`config.mk`:
```
export PLATFORM = sky130hd
export DESIGN_NAME = pwm_ramp_ctrl
export DESIGN_NICKNAME = d
export VERILOG_FILES = /design/src/rtl/pwm_ramp_ctrl.sv
export SDC_FILE = /design/constraint.sdc
export NUM_CORES = 1
export LEC_CHECK = 0
export BUFFER_PORTS_ARGS = -buffer_cell sky130_fd_sc_hd__clkbuf_2
export CORE_MARGIN = 8
export CORE_UTILIZATION = 45
export CTS_CLUSTER_SIZE = 28
export DETAILED_ROUTE_END_ITERATION = 7
export PLACE_DENSITY_LB_ADDON = 0.12
export SYNTH_ARGS = -nofsm -noshare
export SYNTH_HDL_FRONTEND = slang
export SYNTH_HIERARCHICAL = 1
export SYNTH_SLANG_ARGS = --single-unit
```
`constraint.sdc`:
```
create_clock -name clk -period 13.4 [get_ports clk]
set_input_delay 2.68 -clock clk [delete_from_list [all_inputs] [get_ports clk]]
set_output_delay 2.68 -clock clk [all_outputs]
set_load 0.005 [all_outputs]
```
`src/rtl/pwm_ramp_ctrl.sv`:
```
// pwm_ramp_ctrl: AXI4-Lite write-only sequencer for axi_pwm.
// Writes the init register set, then steps each channel's duty toward its target, one write per tick.

module pwm_ramp_lane #(
  parameter int W = 16
) (
  input  logic [W-1:0] cur,
  input  logic [W-1:0] tgt,
  input  logic [W-1:0] step,
  output logic [W-1:0] nxt
);
  logic [W:0] up, dn;

  // One extra bit catches overflow going up and underflow going down.
  always_comb begin
    up  = {1'b0, cur} + {1'b0, step};
    dn  = {1'b0, cur} - {1'b0, step};
    nxt = cur;
    if (step == '0)     nxt = tgt;
    else if (cur < tgt) nxt = (up > {1'b0, tgt}) ? tgt : up[W-1:0];
    else if (cur > tgt) nxt = (dn[W] || (dn[W-1:0] < tgt)) ? tgt : dn[W-1:0];
  end
endmodule

module pwm_ramp_ctrl #(
  parameter int AXI_ADDR_WIDTH = 5,
  parameter int AXI_DATA_WIDTH = 32,
  parameter int NUM_CHANNELS   = 4,
  parameter int REG_WIDTH      = 16,
  parameter int INTERVAL_WIDTH = 16
) (
  input  logic                              clk,
  input  logic                              rst_n,
  input  logic                              init_start,
  input  logic [REG_WIDTH-1:0]              prescale_cfg,
  input  logic [NUM_CHANNELS*REG_WIDTH-1:0] period_cfg,
  input  logic [INTERVAL_WIDTH-1:0]         interval,
  input  logic                              tgt_valid,
  output logic                              tgt_ready,
  input  logic [$clog2(NUM_CHANNELS)-1:0]   tgt_channel,
  input  logic [REG_WIDTH-1:0]              tgt_duty,
  input  logic [REG_WIDTH-1:0]              tgt_step,
  output logic                              init_done,
  output logic                              busy,
  output logic [NUM_CHANNELS-1:0]           ramp_active,
  output logic                              axi_awvalid,
  input  logic                              axi_awready,
  output logic [AXI_ADDR_WIDTH-1:0]         axi_awaddr,
  output logic                              axi_wvalid,
  input  logic                              axi_wready,
  output logic [AXI_DATA_WIDTH-1:0]         axi_wdata,
  input  logic                              axi_bvalid,
  output logic                              axi_bready
);
  localparam int CW = $clog2(NUM_CHANNELS);
  localparam int NW = 2 * NUM_CHANNELS + 1;
  localparam int IW = $clog2(NW + 1);

  typedef enum logic [1:0] {IDLE, INIT, RUN, SCAN} state_e;

  typedef struct packed {
    logic [AXI_ADDR_WIDTH-1:0] addr;
    logic [REG_WIDTH-1:0]      data;
  } wr_req_t;

  state_e state_q, state_d;

  logic [NUM_CHANNELS-1:0][REG_WIDTH-1:0] period, cur_duty, tgt_r, step_r, nxt_duty;
  logic [REG_WIDTH-1:0]      tgt_clamp;
  logic [IW-1:0]             init_idx;
  logic [CW-1:0]             scan_ch;
  logic [INTERVAL_WIDTH-1:0] tick_cnt;
  logic                      tick_pending, tick_run, scan_last, scan_done;
  logic                      issue, ch_adv, init_fin, b_done, aw_nxt, w_nxt;
  wr_req_t                   init_req, scan_req, req;

  assign period    = period_cfg;
  assign tgt_ready = init_done;
  assign b_done    = axi_bvalid && axi_bready;
  assign aw_nxt    = axi_awvalid && !axi_awready;
  assign w_nxt     = axi_wvalid && !axi_wready;
  assign scan_last = (scan_ch == CW'(NUM_CHANNELS - 1));
  assign scan_done = ch_adv && scan_last;
  assign tick_run  = ((state_q == RUN) || (state_q == SCAN)) && (tick_cnt >= interval);
  assign tgt_clamp = (tgt_duty > period[tgt_channel]) ? period[tgt_channel] : tgt_duty;

  for (genvar i = 0; i < NUM_CHANNELS; i++) begin : g_lane
    pwm_ramp_lane #(.W(REG_WIDTH)) u_lane (
      .cur  (cur_duty[i]),
      .tgt  (tgt_r[i]),
      .step (step_r[i]),
      .nxt  (nxt_duty[i])
    );
    assign ramp_active[i] = (cur_duty[i] != tgt_r[i]);
  end

  // Init address equals the sequence index: 0 prescale, odd period, even zero duty.
  always_comb begin
    init_req.addr = AXI_ADDR_WIDTH'(init_idx);
    init_req.data = '0;
    if (init_idx == '0)   init_req.data = prescale_cfg;
    else if (init_idx[0]) init_req.data = period[CW'(init_idx[IW-1:1])];
    scan_req.addr = AXI_ADDR_WIDTH'({scan_ch, 1'b0}) + AXI_ADDR_WIDTH'(2);
    scan_req.data = nxt_duty[scan_ch];
  end

  always_ff @(posedge clk or negedge rst_n) begin
    if (!rst_n) state_q <= IDLE;
    else        state_q <= state_d;
  end

  always_comb begin
    state_d  = state_q;
    issue    = 1'b0;
    req      = init_req;
    ch_adv   = 1'b0;
    init_fin = 1'b0;
    case (state_q)
      IDLE: if (init_start) state_d = INIT;
      INIT: begin
        if (!busy) issue = 1'b1;
        else if (b_done && (init_idx == IW'(NW - 1))) begin
          init_fin = 1'b1;
          state_d  = RUN;
        end
      end
      RUN: if (tick_pending) state_d = SCAN;
      SCAN: begin
        req = scan_req;
        if (!busy) begin
          if (ramp_active[scan_ch]) issue  = 1'b1;
          else                      ch_adv = 1'b1;
        end else if (b_done) begin
          ch_adv = 1'b1;
        end
        if (ch_adv && scan_last) state_d = RUN;
      end
      default: state_d = IDLE;
    endcase
  end

  always_ff @(posedge clk or negedge rst_n) begin
    if (!rst_n) begin
      axi_awvalid  <= 1'b0;
      axi_wvalid   <= 1'b0;
      axi_bready   <= 1'b0;
      axi_awaddr   <= '0;
      axi_wdata    <= '0;
      busy         <= 1'b0;
      init_done    <= 1'b0;
      init_idx     <= '0;
      scan_ch      <= '0;
      tick_cnt     <= '0;
      tick_pending <= 1'b0;
      cur_duty     <= '0;
      tgt_r        <= '0;
      step_r       <= '0;
    end else begin
      if (issue) begin
        axi_awvalid <= 1'b1;
        axi_wvalid  <= 1'b1;
        axi_awaddr  <= req.addr;
        axi_wdata   <= AXI_DATA_WIDTH'(req.data);
        busy        <= 1'b1;
      end else begin
        if (axi_awvalid && axi_awready) axi_awvalid <= 1'b0;
        if (axi_wvalid && axi_wready)   axi_wvalid  <= 1'b0;
        if (busy && !axi_bready && !aw_nxt && !w_nxt) axi_bready <= 1'b1;
        if (b_done) begin
          axi_bready <= 1'b0;
          busy       <= 1'b0;
        end
      end
      // scan_ch still names the in-flight channel; wdata holds its computed step.
      if (b_done && (state_q == SCAN)) cur_duty[scan_ch] <= axi_wdata[REG_WIDTH-1:0];
      if (b_done && (state_q == INIT)) init_idx <= init_idx + IW'(1);
      if (init_fin) init_done <= 1'b1;
      if (ch_adv) scan_ch <= scan_last ? '0 : scan_ch + CW'(1);
      if (tgt_valid && tgt_ready) begin
        tgt_r[tgt_channel]  <= tgt_clamp;
        step_r[tgt_channel] <= tgt_step;
      end
      if ((state_q == RUN) || (state_q == SCAN))
        tick_cnt <= tick_run ? '0 : tick_cnt + INTERVAL_WIDTH'(1);
      // A fresh tick wins over the end-of-scan clear so it is not lost.
      if (tick_run)       tick_pending <= 1'b1;
      else if (scan_done) tick_pending <= 1'b0;
    end
  end
endmodule

```
---- Yosys cells after proc, flatten, opt, wreduce, memory -nomap -nowiden ----
Index checks and enable logic that the tools add are counted.
storage, ports and cells
  register bits ........................... 243
  input port bits ......................... 137
cells by class
  $add $sub $neg .......................... 12
  magnitude comparators ................... 23
  equal/unequal tests ..................... 14
  multiplexer cells ....................... 69
  bitwise operators ....................... 1
  reduce and logical (&&, ||, !) cells .... 40
operator list
  operator                                                    number
  two-way mux 16 bit                                          29
  bitwise mux 64 bit                                          3
  less-than comparator 16 bit                                 8
  binary-select mux 16 bit (select 2 bit)                     3
  greater-than comparator 16 bit                              5
  adder 16 x 16 -> 17 bit                                     4
  greater-than comparator 17 x 16 -> 1 bit                    4
  subtractor 16 x 16 -> 17 bit                                4
  demux 16 bit (select 2 bit)                                 2
  zero test 16 bit                                            4
  inequality test 16 bit                                      4
  two-way mux 1 bit                                           22
  two-way mux 20 bit                                          1
  logical AND 1 bit                                           17
  adder 16 x 1 -> 16 bit, second input constant               1
  >= comparator 16 bit                                        1
  two-way mux 2 bit                                           6
  inequality test 2 bit, second input constant                5
  nonzero test 2 bit                                          5
  less-than comparator 2 x 3 -> 1 bit, second input constant  3
  case mux 2 bit (4 select lines)                             1
  == test 2 bit, second input constant                        3
  zero test 1 bit                                             5
  logical OR 1 bit                                            5
  other kinds (13)                                            14

---- Logic depth before layout (Yosys ltp) ----
  depth after elaboration ................. 10
  gate-level depth with buffers ........... 25
  gate-level depth less buffers ........... 23

---- Hierarchy ----
Netlist, hierarchy kept.
by module, submodules not included
  module                             instances  cells each  area each (um^2)
  pwm_ramp_ctrl                      1          1030        12539.5
  pwm_ramp_lane at g_lane[2].u_lane  1          481         3535.9
  pwm_ramp_lane at g_lane[0].u_lane  1          487         3409.5
  pwm_ramp_lane at g_lane[1].u_lane  1          471         3375.7
  pwm_ramp_lane at g_lane[3].u_lane  1          438         3231.8

---- Worst setup path after synthesis ----
No wires, ideal clock.
  path type ............................... input port to flip-flop
  start point ............................. input port tgt_channel[0]
  end point ............................... register tgt_r[15] in the netlist's numbering
  setup time .............................. 137 ps
  arrival time ............................ 5449 ps
  required time ........................... 13263 ps
  slack ................................... 7813 ps
  stages on the path ...................... 13
  cells stage by stage .................... buf_2 buf_2 mux4_2 inv_1 ha_1 nor2b_1 o21a_1 o211ai_1 a31o_2 a31oi_4 buf_4 mux2i_1 a21oi_1
on the way
  longest elaborated chain between the ends .. 5
ends and longest elaborated chain
  item                                                                           line     RTL
  start: declaration                                                             40       input logic [$clog2(NUM_CHANNELS)-1:0] tgt_channel,
  binary-select mux 16 bit (select 2 bit), or another cell as far along          85       assign tgt_clamp = (tgt_duty > period[tgt_channel]) ? period[tgt_channel] : tgt_duty;
  two-way mux 16 bit (not written as such) or logical AND 1 bit (tied branches)  85, 180
  greater-than comparator 16 bit or two-way mux 16 bit (tied branches)           85, 180
  two-way mux 16 bit or demux 16 bit (select 2 bit) (tied branches)              85, 180
  bitwise mux 64 bit (*)                                                         180      tgt_r[tgt_channel] <= tgt_clamp;
  end signal: indexed assignment                                                 180
  end: declaration                                                               68       logic [NUM_CHANNELS-1:0][REG_WIDTH-1:0] period, cur_duty, tgt_r, step_r, nxt_duty;
Every way passes the cells marked *; elsewhere a longest branch is shown, timed or not. The select of a mux whose other input is x is not followed.
A chain may end at the register's enable or synchronous reset.

==> results.sh <==
export IMPL_ff2ff_path_depth=22
export IMPL_max_freq_mhz=140
export IMPL_dr_pass1_iters=6
export IMPL_holdPathStages=1
export IMPL_grt_max_degree=104
export IMPL_grt_pass1_vias=23100
export IMPL_synth_top_cells_by_count="ha_1 (355), nor2_1 (269), dfrtp_1 (242)"
export IMPL_cts_reportedPaths_clkPinSlew_ns=0.06
export IMPL_cp_required_ns=13.92
export IMPL_p_total_mw=8.64
export IMPL_ant_nets=0
export IMPL_hold_path_class="reg2reg"
export IMPL_synth_area_leaders="dfrtp_1 (23%), ha_1 (17%), mux2_2 (6.0%), a21oi_1 (4.6%), mux4_2 (4.1%)"
export IMPL_min_period_ns=7.15
export IMPL_yosys_area_top_type="dfrtp_1"
export IMPL_cts_buffers=30
export IMPL_antenna_found_initial=9
export IMPL_syn_cell_area_sq_um=26100
export IMPL_placed_cells=3741
export IMPL_drt_iter0_markers=2140
export IMPL_initial_core_util_pct=45.4
export IMPL_place_hpwl_mm=81.0
export IMPL_postSynthCellCount=2907
export IMPL_max_vdd_ir_drop_v=0.000126
export IMPL_cp_start_kind="register"
export IMPL_ctsHoldBuffers=0
export IMPL_maxSlewHeadroom_pct=5.83
export IMPL_cts_tree="built"
export IMPL_hold_violations=0
export IMPL_num_vias=24000
export IMPL_finalSetupViolCount=0
export IMPL_rsz0062_at_grt="no"
export IMPL_drv_slew=0
export IMPL_htree_levels=1
export IMPL_fin_skew_ns=0.0194
export IMPL_nets=3508
export IMPL_whs_ns=0.508
export IMPL_core_area_sq_um=57500
export IMPL_power_leakage_nw=13.5
export IMPL_die_h_um=257
export IMPL_synth_edf_count=0
export IMPL_crit_fanout=25
export IMPL_yosysMostFrequentCell="ha_1"
export IMPL_overflow=0
export IMPL_root_buffer="clkbuf_16"
export IMPL_drc=0
export IMPL_post_cts_buffers=0
export IMPL_drt_wl_total_mm=102
export IMPL_gp_congestion=1.02
export IMPL_fin_cells=3803
export IMPL_tightest_slew_ns=1.39
export IMPL_max_clock_path_buffers=3
export IMPL_io_pins=184
export IMPL_rows=88
export IMPL_setup_tns_final_ns=0
export IMPL_synth_cell_types=110
export IMPL_drive_gt1_share_pct=16.6
export IMPL_grt_use_total_pct=29.6
export IMPL_yosysTopAreaCellShare_pct=23.2
export IMPL_grt_pass1_wl_mm=151
export IMPL_timing_max_cap_violations=0
export IMPL_synth_seq_area_share_pct=23.2
export IMPL_die_w_um=257
export IMPL_viasPerCell=6.31
export IMPL_synth_seq_cells=242
export IMPL_worstPathArrival_ns=7.67
export IMPL_cts_sinks=242
export IMPL_fp_dieArea_sq_um=65900
export IMPL_drt_wirelength_per_cell_um=26.7
export IMPL_crit_type="reg2reg"
export IMPL_ys_warn_count=6
export IMPL_status="complete, no violations"
export IMPL_postSynthAreaPerCell_sq_um=8.98
export IMPL_synth_flop_cell="dfrtp_1"
export IMPL_syn_to_final_growth_pct=9.30
export IMPL_final_core_util_pct=49.6
export IMPL_cp_end_kind="register"
export IMPL_insertion_delay_ns=0.59
export IMPL_finalCritPeriodShare_pct=53.3
export IMPL_postCtsResizedCells=0
export IMPL_portBuffers=166
export IMPL_async_flop_share_pct=100
export IMPL_p_per_area_nw_per_um2=303
-- flip-flops by register name (all words and copies together), names as in the netlist --
name,cells
cur_duty,64
axi_bready,1
axi_awaddr,4
axi_wvalid,1
init_done,1
axi_awvalid,1
scan_ch,2
state_q,2
tick_cnt,16
tgt_r,64
step_r,64
init_idx,4
axi_wdata,16
busy,1
tick_pending,1
-- placed cells by master, fill, tap and decap left out, types with 14 or more instances in the layout --
cell type  synthesis  layout
nand2_1          114     114
o21a_1            21      21
nand4_1           47      47
and3_1            24      24
nand2b_1          28      28
a22oi_1           19      19
a221o_1           40      40
xnor2_1           76      76
inv_1            227     227
nor4_1            44      43
nand3_1           73      73
conb_1             1      17
clkbuf_2           0     165
o21ai_1           22      22
buf_4             22      29
clkbuf_16          0      31
o21ai_0           93      93
nor2_1           269     267
o211ai_1          25      25
and2_1            14      14
ha_1             355     355
xor2_1            89      89
a211o_1           16      16
a211oi_1          42      42
mux2i_1           57      57
a21oi_1          239     239
a2111oi_0         14      14
nor2b_1           38      38
mux4_2            48      48
nor3_1            46      44
a21o_1            42      42
dfrtp_1          242     242
mux2_2           139     139
a31oi_1           20      20
-- worst max-delay path, cell delays in order (launching register included) --
cell      delay (ns)
dfrtp_1         0.41
inv_1           0.13
ha_1            0.19
inv_1           0.05
fa_1            0.42
a211o_1         0.38
a211oi_2        0.24
o21ai_0         0.26
and2_1          0.23
o311ai_0        0.76
ha_1            0.25
and4_1          0.23
nand2_1         0.09
or4_1           0.56
a41o_1          0.26
a211oi_4        0.16
buf_4           0.34
a211oi_1        0.13
o311ai_1        1.16
mux4_2          0.44
nor2_1          0.06
a21oi_1         0.14
mux2_2          0.17
-- power by group --
part | total [mW] | internal [mW] | switching (mW)
combinational | 6.29 | 2.51 | 3.77
clock | 0.886 | 0.519 | 0.367
sequential | 1.46 | 0.953 | 0.512
-- path summary, 6_finish.rpt --
kind / from / to / slack, ns
max: cur_duty[0] / axi_wdata[15] / 6.25
min: axi_awaddr[2] / axi_awaddr[2] / 0.51
max reg2reg: cur_duty[0] / axi_wdata[15] / 6.25
min reg2reg: axi_awaddr[2] / axi_awaddr[2] / 0.51
max in group asynchronous: rst_n / step_r[40] / 8.81
min in group asynchronous: rst_n / axi_wdata[14] / 2.14
-- cells by family (layout without fill, tap and decap cells) --
group / Yosys count / in the layout / synth area share (%)
and+or+nand+nor: 758 / 758 / 14.4
AOI/OAI and AO/OA: 741 / 741 / 19.6
adders and majority gates: 363 / 363 / 17.6
xor gates and xnor gates: 165 / 165 / 5.54
DFF: 242 / 242 / 23.2
other: 1 / 23 / 0.0144
muxes: 261 / 261 / 13.2
buffers and inverters: 376 / 485 / 6.31
-- routing by layer --
layer  track usage (%)  up-vias  part of all wire, %
met3              3.98      184                  6.3
li1                  -    10900                    -
met5                 0        -                0.023
met4              11.5        4                  4.2
met1              39.8    12000                   43
met2              48.0      895                   46
-- final cells by class --
cell class	instances	area, sq um
Antenna cell	6	15.0
Sequential cell	242	6060
Clock inverter	21	241
Timing Repair Buffer	195	1060
Inverter	234	878
Tap cell	765	957
Clock buffer	35	821
Multi-Input combinational cell	2305	18500
Fill cell	5549	29000
-- per-stage QoR --
| stage | instance area, sq um | worst slack (ns) |
|---|---|---|
| final | 28500 | 6.25 |
| after global routing | 28500 | 6.01 |
| after CTS | 28500 | 6.37 |
| after detailed placement | 27400 | 6.43 |
| after global placement | 27400 | 6.43 |
| after floorplan | 26200 | 7.81 |
No activity file was read; power rests on OpenSTA's default activity.
